<file path="config.mk">
export PLATFORM = sky130hd
export DESIGN_NAME = game_flow_sequencer_flat
export DESIGN_NICKNAME = d
export VERILOG_FILES = /design/src/rtl/game_flow_sequencer_if.sv /design/src/rtl/game_flow_sequencer.sv /design/src/flat_wrapper.sv
export SDC_FILE = /design/constraint.sdc
export NUM_CORES = 1
export LEC_CHECK = 0
export ABC_AREA = 1
export BUFFER_PORTS_ARGS = -buffer_cell sky130_fd_sc_hd__buf_4
export CORE_MARGIN = 3
export CORE_UTILIZATION = 50
export CTS_CLUSTER_DIAMETER = 150
export DETAILED_ROUTE_END_ITERATION = 8
export GPL_TIMING_DRIVEN = 0
export PLACE_DENSITY = 0.7
export SETUP_SLACK_MARGIN = 0.1
export SLEW_MARGIN = 25
export SYNTH_ARGS = -nofsm -noshare
export SYNTH_HDL_FRONTEND = slang
export SYNTH_SLANG_ARGS = --single-unit
</file>
<file path="constraint.sdc">
create_clock -name clock -period 5.2 [get_ports clock]
set_input_delay 0.78 -clock clock [delete_from_list [all_inputs] [get_ports clock]]
set_output_delay 0.78 -clock clock [all_outputs]
set_load 0.02 [all_outputs]
</file>
<file path="src/rtl/game_flow_sequencer_if.sv">
// Button inputs and phase/status outputs of the rhythm-game flow sequencer.
// The sequencer uses the master modport; screen/audio/game logic uses the slave.
interface game_flow_sequencer_if #(
    parameter int NUM_ROUNDS = 3,
    parameter int TIMER_W    = 40
);
    localparam int RW = $clog2(NUM_ROUNDS + 1);

    logic               start_n;
    logic               pause_n;
    logic               round_pass;
    logic [2:0]         state;
    logic               enable_title_screen;
    logic               enable_idle_screen;
    logic               enable_title_audio;
    logic               enable_countdown_screen;
    logic               enable_countdown_audio;
    logic               enable_song;
    logic               game_active;
    logic               show_pause_screen;
    logic               show_game_over;
    logic               game_won;
    logic [RW-1:0]      round_idx;
    logic [TIMER_W-1:0] phase_cycles;
    logic [7:0]         sec_remaining;
    logic               sec_tick;
    logic               state_changed;

    modport master (
        input  start_n, pause_n, round_pass,
        output state, enable_title_screen, enable_idle_screen, enable_title_audio,
               enable_countdown_screen, enable_countdown_audio, enable_song,
               game_active, show_pause_screen, show_game_over, game_won,
               round_idx, phase_cycles, sec_remaining, sec_tick, state_changed
    );

    modport slave (
        output start_n, pause_n, round_pass,
        input  state, enable_title_screen, enable_idle_screen, enable_title_audio,
               enable_countdown_screen, enable_countdown_audio, enable_song,
               game_active, show_pause_screen, show_game_over, game_won,
               round_idx, phase_cycles, sec_remaining, sec_tick, state_changed
    );
endinterface

</file>
<file path="src/rtl/game_flow_sequencer.sv">
// Multi-round game-flow controller: title, idle, countdown, play, pause, game over,
// with synchronised button presses and pause-frozen phase/second counters.
module game_flow_sequencer #(
    parameter int CLK_HZ        = 50_000_000,
    parameter int TITLE_SEC     = 32,
    parameter int COUNTDOWN_SEC = 5,
    parameter int SONG_SEC      = 64,
    parameter int NUM_ROUNDS    = 3,
    parameter int TIMER_W       = 40
) (
    input logic                   clock,
    input logic                   reset_n,
    game_flow_sequencer_if.master bus
);
    localparam int RW    = $clog2(NUM_ROUNDS + 1);
    localparam int SUB_W = (CLK_HZ > 1) ? $clog2(CLK_HZ) : 1;

    localparam logic [TIMER_W-1:0] TITLE_LAST = TIMER_W'(64'(CLK_HZ) * 64'(TITLE_SEC) - 64'd1);
    localparam logic [TIMER_W-1:0] CD_LAST    = TIMER_W'(64'(CLK_HZ) * 64'(COUNTDOWN_SEC) - 64'd1);
    localparam logic [TIMER_W-1:0] SONG_LAST  = TIMER_W'(64'(CLK_HZ) * 64'(SONG_SEC) - 64'd1);
    localparam logic [SUB_W-1:0]   SUB_LAST   = SUB_W'(CLK_HZ - 1);
    localparam logic [RW-1:0]      LAST_ROUND = RW'(NUM_ROUNDS - 1);

    typedef enum logic [2:0] {
        ST_STARTUP   = 3'd0,
        ST_IDLE      = 3'd1,
        ST_COUNTDOWN = 3'd2,
        ST_PLAYING   = 3'd3,
        ST_PAUSE     = 3'd4,
        ST_GAMEOVER  = 3'd5
    } state_e;

    state_e             state_q, state_d;
    state_e             saved_q, saved_d;
    logic [2:0]         start_sh_q, start_sh_d;
    logic [2:0]         pause_sh_q, pause_sh_d;
    logic [RW-1:0]      round_idx_q, round_idx_d;
    logic               game_won_q, game_won_d;
    logic [TIMER_W-1:0] phase_cycles_q, phase_cycles_d;
    logic [SUB_W-1:0]   sub_q, sub_d;
    logic [7:0]         sec_remaining_q, sec_remaining_d;
    logic               sec_tick_q, sec_tick_d;
    logic               state_changed_q, state_changed_d;

    logic       start_press, pause_press;
    logic       timed, timeout, enter_pause, resume, clear, inc, wrap;
    logic [7:0] sec_load;

    // [0] = first synchroniser stage, [1] = synchronised level, [2] = previous level
    assign start_sh_d  = {start_sh_q[1:0], bus.start_n};
    assign pause_sh_d  = {pause_sh_q[1:0], bus.pause_n};
    assign start_press = start_sh_q[2] & ~start_sh_q[1];
    assign pause_press = pause_sh_q[2] & ~pause_sh_q[1];

    always_comb begin
        state_d     = state_q;
        saved_d     = saved_q;
        round_idx_d = round_idx_q;
        game_won_d  = game_won_q;
        timed       = 1'b0;
        timeout     = 1'b0;

        case (state_q)
            ST_STARTUP:   begin timed = 1'b1; timeout = (phase_cycles_q == TITLE_LAST); end
            ST_COUNTDOWN: begin timed = 1'b1; timeout = (phase_cycles_q == CD_LAST);    end
            ST_PLAYING:   begin timed = 1'b1; timeout = (phase_cycles_q == SONG_LAST);  end
            default:      ;
        endcase

        // A timeout always beats a press landing on the same cycle
        case (state_q)
            ST_STARTUP: begin
                if (timeout || start_press) state_d = ST_IDLE;
                else if (pause_press)       state_d = ST_PAUSE;
            end
            ST_IDLE: begin
                if (start_press) begin
                    state_d     = ST_COUNTDOWN;
                    round_idx_d = '0;
                    game_won_d  = 1'b0;
                end
            end
            ST_COUNTDOWN: begin
                if (timeout)          state_d = ST_PLAYING;
                else if (pause_press) state_d = ST_PAUSE;
            end
            ST_PLAYING: begin
                if (timeout) begin
                    if (!bus.round_pass) begin
                        state_d    = ST_GAMEOVER;
                        game_won_d = 1'b0;
                    end else if (round_idx_q < LAST_ROUND) begin
                        state_d     = ST_COUNTDOWN;
                        round_idx_d = round_idx_q + RW'(1);
                    end else begin
                        state_d    = ST_GAMEOVER;
                        game_won_d = 1'b1;
                    end
                end else if (pause_press) begin
                    state_d = ST_PAUSE;
                end
            end
            ST_PAUSE:    if (pause_press) state_d = saved_q;
            ST_GAMEOVER: if (start_press) state_d = ST_IDLE;
            default:     state_d = ST_IDLE;
        endcase

        enter_pause = (state_d == ST_PAUSE) && (state_q != ST_PAUSE);
        resume      = (state_q == ST_PAUSE) && (state_d != ST_PAUSE);
        if (enter_pause) saved_d = state_q;

        // Pause entry/exit keeps the phase counters so the phase resumes where it stopped
        clear = (state_d != state_q) && !enter_pause && !resume;
        inc   = timed && !clear;
        wrap  = (sub_q == SUB_LAST);

        case (state_d)
            ST_STARTUP:   sec_load = 8'(TITLE_SEC);
            ST_COUNTDOWN: sec_load = 8'(COUNTDOWN_SEC);
            ST_PLAYING:   sec_load = 8'(SONG_SEC);
            default:      sec_load = 8'd0;
        endcase

        phase_cycles_d  = clear ? '0 : (inc ? phase_cycles_q + TIMER_W'(1) : phase_cycles_q);
        sub_d           = clear ? '0 : (inc ? (wrap ? '0 : sub_q + SUB_W'(1)) : sub_q);
        sec_tick_d      = inc && wrap;
        sec_remaining_d = clear ? sec_load : (sec_tick_d ? sec_remaining_q - 8'd1 : sec_remaining_q);
        state_changed_d = (state_d != state_q);
    end

    always_ff @(posedge clock or negedge reset_n) begin
        if (!reset_n) begin
            state_q         <= ST_STARTUP;
            saved_q         <= ST_STARTUP;
            start_sh_q      <= 3'b111;
            pause_sh_q      <= 3'b111;
            round_idx_q     <= '0;
            game_won_q      <= 1'b0;
            phase_cycles_q  <= '0;
            sub_q           <= '0;
            sec_remaining_q <= 8'(TITLE_SEC);
            sec_tick_q      <= 1'b0;
            state_changed_q <= 1'b0;
        end else begin
            state_q         <= state_d;
            saved_q         <= saved_d;
            start_sh_q      <= start_sh_d;
            pause_sh_q      <= pause_sh_d;
            round_idx_q     <= round_idx_d;
            game_won_q      <= game_won_d;
            phase_cycles_q  <= phase_cycles_d;
            sub_q           <= sub_d;
            sec_remaining_q <= sec_remaining_d;
            sec_tick_q      <= sec_tick_d;
            state_changed_q <= state_changed_d;
        end
    end

    // PAUSE keeps the interrupted phase's screen visible but silences audio and gameplay
    always_comb begin
        bus.enable_title_screen     = 1'b0;
        bus.enable_idle_screen      = 1'b0;
        bus.enable_title_audio      = 1'b0;
        bus.enable_countdown_screen = 1'b0;
        bus.enable_countdown_audio  = 1'b0;
        bus.enable_song             = 1'b0;
        bus.game_active             = 1'b0;
        bus.show_pause_screen       = 1'b0;
        bus.show_game_over          = 1'b0;
        case (state_q)
            ST_STARTUP: begin
                bus.enable_title_screen = 1'b1;
                bus.enable_title_audio  = 1'b1;
            end
            ST_IDLE: bus.enable_idle_screen = 1'b1;
            ST_COUNTDOWN: begin
                bus.enable_countdown_screen = 1'b1;
                bus.enable_countdown_audio  = 1'b1;
            end
            ST_PLAYING: begin
                bus.enable_song = 1'b1;
                bus.game_active = 1'b1;
            end
            ST_PAUSE: begin
                bus.show_pause_screen       = 1'b1;
                bus.enable_title_screen     = (saved_q == ST_STARTUP);
                bus.enable_countdown_screen = (saved_q == ST_COUNTDOWN);
            end
            ST_GAMEOVER: bus.show_game_over = 1'b1;
            default: ;
        endcase
    end

    assign bus.state         = state_q;
    assign bus.round_idx     = round_idx_q;
    assign bus.game_won      = game_won_q;
    assign bus.phase_cycles  = phase_cycles_q;
    assign bus.sec_remaining = sec_remaining_q;
    assign bus.sec_tick      = sec_tick_q;
    assign bus.state_changed = state_changed_q;
endmodule

</file>
<file path="src/flat_wrapper.sv">
// flat-port wrapper written by rule: the top's interface ports become plain ports
module game_flow_sequencer_flat 
#(
    parameter int CLK_HZ        = 50_000_000,
    parameter int TITLE_SEC     = 32,
    parameter int COUNTDOWN_SEC = 5,
    parameter int SONG_SEC      = 64,
    parameter int NUM_ROUNDS    = 3,
    parameter int TIMER_W       = 40
)
  (clock, reset_n, bus_start_n, bus_pause_n, bus_round_pass, bus_state, bus_enable_title_screen, bus_enable_idle_screen, bus_enable_title_audio, bus_enable_countdown_screen, bus_enable_countdown_audio, bus_enable_song, bus_game_active, bus_show_pause_screen, bus_show_game_over, bus_game_won, bus_round_idx, bus_phase_cycles, bus_sec_remaining, bus_sec_tick, bus_state_changed);
  game_flow_sequencer_if #(.NUM_ROUNDS(NUM_ROUNDS), .TIMER_W(TIMER_W)) bus_i ();
  input logic clock;
  input logic reset_n;
  input wire logic [$bits(bus_i.start_n)-1:0] bus_start_n;
  input wire logic [$bits(bus_i.pause_n)-1:0] bus_pause_n;
  input wire logic [$bits(bus_i.round_pass)-1:0] bus_round_pass;
  output wire logic [$bits(bus_i.state)-1:0] bus_state;
  output wire logic [$bits(bus_i.enable_title_screen)-1:0] bus_enable_title_screen;
  output wire logic [$bits(bus_i.enable_idle_screen)-1:0] bus_enable_idle_screen;
  output wire logic [$bits(bus_i.enable_title_audio)-1:0] bus_enable_title_audio;
  output wire logic [$bits(bus_i.enable_countdown_screen)-1:0] bus_enable_countdown_screen;
  output wire logic [$bits(bus_i.enable_countdown_audio)-1:0] bus_enable_countdown_audio;
  output wire logic [$bits(bus_i.enable_song)-1:0] bus_enable_song;
  output wire logic [$bits(bus_i.game_active)-1:0] bus_game_active;
  output wire logic [$bits(bus_i.show_pause_screen)-1:0] bus_show_pause_screen;
  output wire logic [$bits(bus_i.show_game_over)-1:0] bus_show_game_over;
  output wire logic [$bits(bus_i.game_won)-1:0] bus_game_won;
  output wire logic [$bits(bus_i.round_idx)-1:0] bus_round_idx;
  output wire logic [$bits(bus_i.phase_cycles)-1:0] bus_phase_cycles;
  output wire logic [$bits(bus_i.sec_remaining)-1:0] bus_sec_remaining;
  output wire logic [$bits(bus_i.sec_tick)-1:0] bus_sec_tick;
  output wire logic [$bits(bus_i.state_changed)-1:0] bus_state_changed;
  assign bus_i.start_n = bus_start_n;
  assign bus_i.pause_n = bus_pause_n;
  assign bus_i.round_pass = bus_round_pass;
  assign bus_state = bus_i.state;
  assign bus_enable_title_screen = bus_i.enable_title_screen;
  assign bus_enable_idle_screen = bus_i.enable_idle_screen;
  assign bus_enable_title_audio = bus_i.enable_title_audio;
  assign bus_enable_countdown_screen = bus_i.enable_countdown_screen;
  assign bus_enable_countdown_audio = bus_i.enable_countdown_audio;
  assign bus_enable_song = bus_i.enable_song;
  assign bus_game_active = bus_i.game_active;
  assign bus_show_pause_screen = bus_i.show_pause_screen;
  assign bus_show_game_over = bus_i.show_game_over;
  assign bus_game_won = bus_i.game_won;
  assign bus_round_idx = bus_i.round_idx;
  assign bus_phase_cycles = bus_i.phase_cycles;
  assign bus_sec_remaining = bus_i.sec_remaining;
  assign bus_sec_tick = bus_i.sec_tick;
  assign bus_state_changed = bus_i.state_changed;
  game_flow_sequencer #(.CLK_HZ(CLK_HZ), .TITLE_SEC(TITLE_SEC), .COUNTDOWN_SEC(COUNTDOWN_SEC), .SONG_SEC(SONG_SEC), .NUM_ROUNDS(NUM_ROUNDS), .TIMER_W(TIMER_W)) u_core (.clock(clock), .reset_n(reset_n), .bus(bus_i));
endmodule
</file>
==> impl_metrics.toml, run 1 <==
[clocking]
clock-sinks = 91
clk_latency_ns = 0.38
cts_buffer_depth = 2
hold_buffers = 0
post_cts_resized = 0
htreeDepth = 3
clk_pin_slew_ns = 0.09
cts_setup_buffers = 0
numCtsBuffers = 9
cts-root-buf = "clkbuf_8"
cts_tree = "built"

[pwr]
netSwitchingPower_w = 0.00122
power_frac_comb_pct = 49.1
internal_power_w = 0.00136
power_frac_seq_pct = 31.9
p_leak_nw = 2.96
peakVddDrop_mv = 0.334
power.density_nw_per_um2 = 400
switching_share_pct = 47.4
p_clk_share_pct = 19.0

[timing]
hold_viol_final = 0
fin_skew_ns = 0.0156
tns_ns = 0
worstMarginPinSlew_ns = 0.817
max_freq_mhz = 323
hold_slack_ns = 0.367
period_share_pct = 59.6
slew_viol_final = 0
relSlewSlack_pct = 45.5
setup_viol = 0
finalWorstSetupSlack_ns = 2.10
grt_setup_unrepaired = "no"
finalCriticalPeriod_ns = 3.10

[detailed_routing]
wl_um = 15000
drc_errors = 0
vias_per_cell = 5.42
ant_nets = 0
drt-initial-drc-count = 392
wl_per_cell_um = 15.4
num_vias = 5270
firstDrtPassIters = 7

[placed_design]
pre_cts_ws_ns = 2.14
placed_cell_area_um2 = 6270
dp.cells = 956
io_buffers = 69
place_hpwl_um = 11100
gp_congestion = 0.934

[critical_path]
cp-end-kind = "flip-flop"
worstPathMaxFanout = 10
cp_data_required_time_ns = 5.46
worstPathArrival_ns = 3.36
path_class = "reg -> reg"
cp-start-kind = "flip-flop"

[synthesis]
synthCells = 751
synth_area_um2 = 5570
yosysTopAreaCell = "dfrtp_1"
synth_area_per_cell_um2 = 7.42
syn_nets = 759
synthTopCellsByArea = "dfrtp_1 (38%), nand2_1 (11%), nand3_1 (6.4%)"
ys_ff_latch = 91
synth_top_area_share_pct = 37.7
yosysUniqueCellTypes = 39
yosysWarningCount = 0
yosysSeqAreaShare_pct = 41.0

[floorplanning]
die_area_um2 = 12400
die_y_um = 112
core_um2 = 10600
die_x_um = 112
start_util_pct = 52.8
ios = 70
fp-row-count = 37

[layout]
drive_gt1_share_pct = 16.6
fin_cells = 973
num-nets-final = 839
final_area_um2 = 6460
areaGrowthSynthToFinish_pct = 16.0

[worst_hold_path]
worstHoldPathType = "reg -> reg"

[global_routing]
grt_antenna_before_repair = 0
grt_pass1_wl_um = 25600
overflow = 0
gr-usage-met3_pct = 7.07
gr-usage-met1_pct = 36.0
grtUsageMet2_pct = 37.7
first_global_vias = 5113
gr-usage-all-layers_pct = 25.3
grt-busiest-layer = "met2"
grt_max_degree = 92

[outcome]
outcome = "finished clean"

[job]
cap_violations = 0
-- power by group through the flow --
| stage | Combinational [W] | Clock [W] | Sequential, W |
|---|---|---|---|
| 2_1_floorplan | 0.000841 | 0 | 0.000865 |
| 4_1_cts | 0.00127 | 0.000507 | 0.000825 |
| 5_1_grt | 0.00141 | 0.000537 | 0.000835 |
| 3_3_place_gp | 0.00125 | 0 | 0.000836 |
| 6_report | 0.00127 | 0.000490 | 0.000825 |
| 3_5_place_dp | 0.00127 | 0 | 0.000839 |
-- worst max-delay path, stage by stage (launching register included) --
cell	delay (ns)
dfrtp_1	0.51
inv_2	0.21
nand2_2	0.13
nor2_2	0.24
nand2_1	0.08
nand2_1	0.06
nand2_1	0.06
nor2_2	0.14
nand3_2	0.17
nand2_2	0.13
nand3_1	0.08
nand2_1	0.12
nand2_1	0.10
nand2_1	0.07
nand2_1	0.06
nand2_2	0.10
nand3_4	0.14
nand2_2	0.20
buf_2	0.26
o21ai_1	0.09
-- per-stage QoR --
stage                     total power (W)  utilization (%)
after detailed placement          0.00210             59.4
after CTS                         0.00261             61.2
after global routing              0.00278             61.2
after global placement            0.00208             59.3
final                             0.00258             61.2
after floorplan                   0.00171                -
-- sequential cells by signal (all words and copies together), names as in the netlist, 2 cells and up --
| name | cells |
|---|---|
| u_core.bus.phase_cycles | 40 |
| u_core.bus.sec_remaining | 8 |
| u_core.start_sh_q | 3 |
| u_core.bus.round_idx | 2 |
| u_core.pause_sh_q | 3 |
| u_core.sub_q | 26 |
| u_core.saved_q | 3 |
| u_core.bus.state | 3 |
-- placed cells by master, fill, tap and decap left out, types with 4 or more instances in the layout --
cell	count
a21oi_1	13
buf_2	9
buf_4	70
clkbuf_1	11
clkbuf_8	10
dfrtp_1	84
dfstp_2	7
inv_1	92
inv_2	5
nand2_1	165
nand2_2	5
nand3_1	71
nand3b_1	4
nand4_1	26
nor2_1	86
nor2_2	5
nor2_4	10
nor3_1	31
nor4_1	8
o211ai_1	8
o21ai_0	26
o21ai_1	9
or2_2	7
xnor2_1	7
xor2_1	39
-- final cells by class --
| class | count | area (µm²) |
|---|---|---|
| inverters | 97 | 364 |
| plain buffers | 23 | 120 |
| clock buffers | 14 | 153 |
| well taps | 136 | 170 |
| clock inverters | 2 | 37.5 |
| flip-flops and latches | 91 | 2290 |
| multi-input cells | 540 | 2810 |
| diodes | 1 | 2.50 |
| repair buffers | 69 | 522 |
| fillers | 1016 | 4090 |
-- metal layers --
metal / up-vias / wire (µm)
met5: - / 0
met4: 0 / 259
met3: 26 / 953
met2: 163 / 6730
met1: 2497 / 7080
li1: 2584 / -
-- Yosys cell counts (all sizes together) --
cell type / count
a21boi: 2
a21oi: 14
a221oi: 1
and3: 1
buf: 16
clkbuf: 7
dfrtp: 84
dfstp: 7
ha: 3
inv: 97
nand2: 170
nand3: 74
nand3b: 4
nand4: 27
nor2: 101
nor3: 31
nor3b: 3
nor4: 9
o211ai: 8
o21a: 1
o21ai: 35
o22ai: 2
or2: 7
or4: 1
xnor2: 7
xor2: 39
-- worst paths after layout --
| check | depth (start not counted) | from | end | slack, ns |
|---|---|---|---|---|
| worst min register to register | 0 | u_core.start_sh_q[0] | u_core.start_sh_q[1] | 0.37 |
| worst max-delay path | 19 | u_core.bus.state[2] | u_core.sub_q[18] | 2.10 |
| worst min-delay path | 0 | u_core.start_sh_q[0] | u_core.start_sh_q[1] | 0.37 |
| worst max register to register | 19 | u_core.bus.state[2] | u_core.sub_q[18] | 2.10 |
| max in group asynchronous | 1 | reset_n | u_core.sub_q[22] | 4.18 |
| min in group asynchronous | 1 | reset_n | u_core.bus.round_idx[1] | 0.46 |
-- logic make-up after synthesis --
| family | share of synthesized area, % |
|---|---|
| flip-flops | 41.0 |
| AND/OR/NAND/NOR | 36.0 |
| adder cells (fa/ha/maj) | 0.674 |
| buffers and inverters | 8.69 |
| AO/OA/AOI/OAI | 6.33 |
| XOR/XNOR | 7.23 |
Power figures use the tool's default switching activity.
==> run 2, diff against run 1 <==
--- a/config.mk
+++ b/config.mk
@@ -12,7 +12,7 @@
 export CTS_CLUSTER_DIAMETER = 150
 export DETAILED_ROUTE_END_ITERATION = 8
 export GPL_TIMING_DRIVEN = 0
-export PLACE_DENSITY = 0.7
+export PLACE_DENSITY = 0.73
 export SETUP_SLACK_MARGIN = 0.1
 export SLEW_MARGIN = 25
 export SYNTH_ARGS = -nofsm -noshare
==> constraint.sdc (replaced) <==
create_clock -name clock -period 2.6 [get_ports clock]
set_input_delay 0.39 -clock clock [delete_from_list [all_inputs] [get_ports clock]]
set_output_delay 0.39 -clock clock [all_outputs]
set_load 0.02 [all_outputs]
==> impl_metrics.toml, run 2 (same netlist as run 1, synthesis figures left out) <==
[outcome]
outcome = "finished, violations left"
violations = "setup timing"

[clocking]
numCtsBuffers = 9
cts_buffer_depth = 2
cts_tree = "built"
clk_pin_slew_ns = 0.09
clk_latency_ns = 0.39
cts-root-buf = "clkbuf_8"
clock-sinks = 91
htreeDepth = 3

[timing]
hold_slack_ns = 0.0272
max_freq_mhz = 366
finalCriticalPeriod_ns = 2.73
period_share_pct = 105
worstMarginPinSlew_ns = 0.859
fin_skew_ns = 0.0124
slew_viol_final = 0
hold_viol_final = 0
finalWorstSetupSlack_ns = -0.131
tns_ns = -3.64
relSlewSlack_pct = 42.7
setup_viol = 54
grt_setup_unrepaired = "yes"

[layout]
num-nets-final = 892
fin_cells = 1025
diodes = 0
mostFrequentLayoutCells = "nand2_1 (145), buf_4 (111), inv_1 (88)"
areaGrowthSynthToFinish_pct = 35.8
largest_reg_flops = 40
drive_gt1_share_pct = 31.3
multiInputGateArea_um2 = 3270
regArea_um2 = 2290
mostFrequentLayoutCell = "nand2_1"
final_area_um2 = 7560
num-fill-cells = 835

[pwr]
netSwitchingPower_w = 0.00312
switching_share_pct = 43.5
peakVddDrop_mv = 0.790
internal_power_w = 0.00404
power_frac_comb_pct = 62.0
p_clk_share_pct = 15.0
p_leak_nw = 3.48
power_frac_seq_pct = 23.0
power.density_nw_per_um2 = 947

[placed_design]
place_hpwl_um = 11200
dp.cells = 956
pre_cts_ws_ns = -0.377
gp_congestion = 0.936
io_buffers = 69
placed_cell_area_um2 = 6300

[critical_path]
cp-end-kind = "flip-flop"
reg2reg_depth = 23
worstPathArrival_ns = 3.01
cp_data_required_time_ns = 2.88
worstPathMaxFanout = 6
rr_endpoint = "u_core.bus.sec_remaining[6]"
rr_startpoint = "u_core.bus.state[1]"
crit_start = "u_core.bus.state[1]"
cp-start-kind = "flip-flop"
ff2ff_setup_slack_ns = -0.13
path_class = "reg -> reg"
crit_path_end = "u_core.bus.sec_remaining[6]"

[global_routing]
grt_max_degree = 92
first_global_vias = 5579
grt_pass1_wl_um = 27600
gr-usage-all-layers_pct = 27.2
overflow = 0
grt_antenna_before_repair = 0

[detailed_routing]
vias_per_cell = 5.52
firstDrtPassIters = 5
drc_errors = 0
wl_um = 16800
ant_nets = 0
drt-initial-drc-count = 500
num_vias = 5656
wl_per_cell_um = 16.4

[job]
cap_violations = 0

[floorplanning]
die_x_um = 112
die_area_um2 = 12400
ios = 70
die_y_um = 112
core_um2 = 10600
fp-row-count = 37
start_util_pct = 52.8

[worst_hold_path]
worstHoldPathType = "in -> async"
[run 2: changes by cell type in the layout (fill, tap and decap cells not counted), moves of 9 or more]
cell     previous run  this run
buf_4              70       111
nand2_1           165       145
nand2_2             5        18
o21ai_2             0        13
nand3_1            71        59
o21ai_0            26        16
buf_2               9         0
buf_8               0         9
nor2_1             86        77
nor2_4             10        19
nor3_1             31        22
[run 2: critical path: stages (launching register included)]
cell     delay (ns)
dfrtp_2        0.39
buf_8          0.14
buf_6          0.11
nand2_4        0.04
nor2_4         0.15
nand2_1        0.07
nand2_1        0.09
nand2_2        0.07
nor2_4         0.13
nand3_4        0.16
nand2_4        0.12
nand3_2        0.07
nand2_2        0.10
nand2_2        0.07
nand2_1        0.10
nand2_1        0.07
nand2_2        0.11
nand3_4        0.11
buf_12         0.17
buf_8          0.13
nand2_2        0.06
nand2_1        0.06
nand2_1        0.05
nand2_1        0.05
[run 2: power by group through the flow]
stage,Clock (W),Combinational (W),Sequential [W]
finish,0.00107,0.00444,0.00165
global route,0.00116,0.00473,0.00166
CTS,0.00109,0.00393,0.00164
detailed placement,0,0.00260,0.00169
global placement,0,0.00254,0.00168
floorplan,0,0.00174,0.00174
[run 2: worst min path at each step]
stage                         start                   end  slack (ns)
3_3_place_gp   u_core.pause_sh_q[0]  u_core.pause_sh_q[1]        0.35
5_1_grt                 bus_start_n  u_core.start_sh_q[0]        0.08
2_1_floorplan               reset_n   u_core.bus.game_won        0.09
4_1_cts                 bus_start_n  u_core.start_sh_q[0]        0.09
6_report                    reset_n   u_core.bus.game_won        0.03
3_5_place_dp   u_core.start_sh_q[0]  u_core.start_sh_q[1]        0.35
[run 2: metrics by stage]
stage	utilization, %	total power [W]
2_1_floorplan	-	0.00348
3_3_place_gp	59.6	0.00422
3_5_place_dp	59.7	0.00429
4_1_cts	68.4	0.00666
5_1_grt	71.6	0.00755
6_report	71.6	0.00716
[run 2: final cells by class]
class / count / share of cell area [%]
Timing Repair Buffer: 121 / 13.6
Clock inverter: 5 / 1.03
Buffer: 23 / 2.86
Clock buffer: 11 / 1.74
Inverter: 97 / 4.98
Multi-Input combinational cell: 541 / 43.3
Sequential cell: 91 / 30.3
Tap cell: 136 / 2.25
[run 2: timing repair]
action / CTS / global route
pin swaps: 22 / 29
hold buffers: 0 / 0
gates resized for setup: 99 / 57
buffers inserted: 34 / 14
setup endpoints to repair: 76 / 77
hold endpoints to repair: 0 / 0
gates cloned: 4 / 2
[run 2: per-layer routing]
layer	routed length, µm	track usage [%]	up-vias
met5	0	0	-
li1	-	-	2708
met3	1060	6.79	26
met2	8200	44.0	177
met1	7320	36.8	2745
met4	273	6.81	0
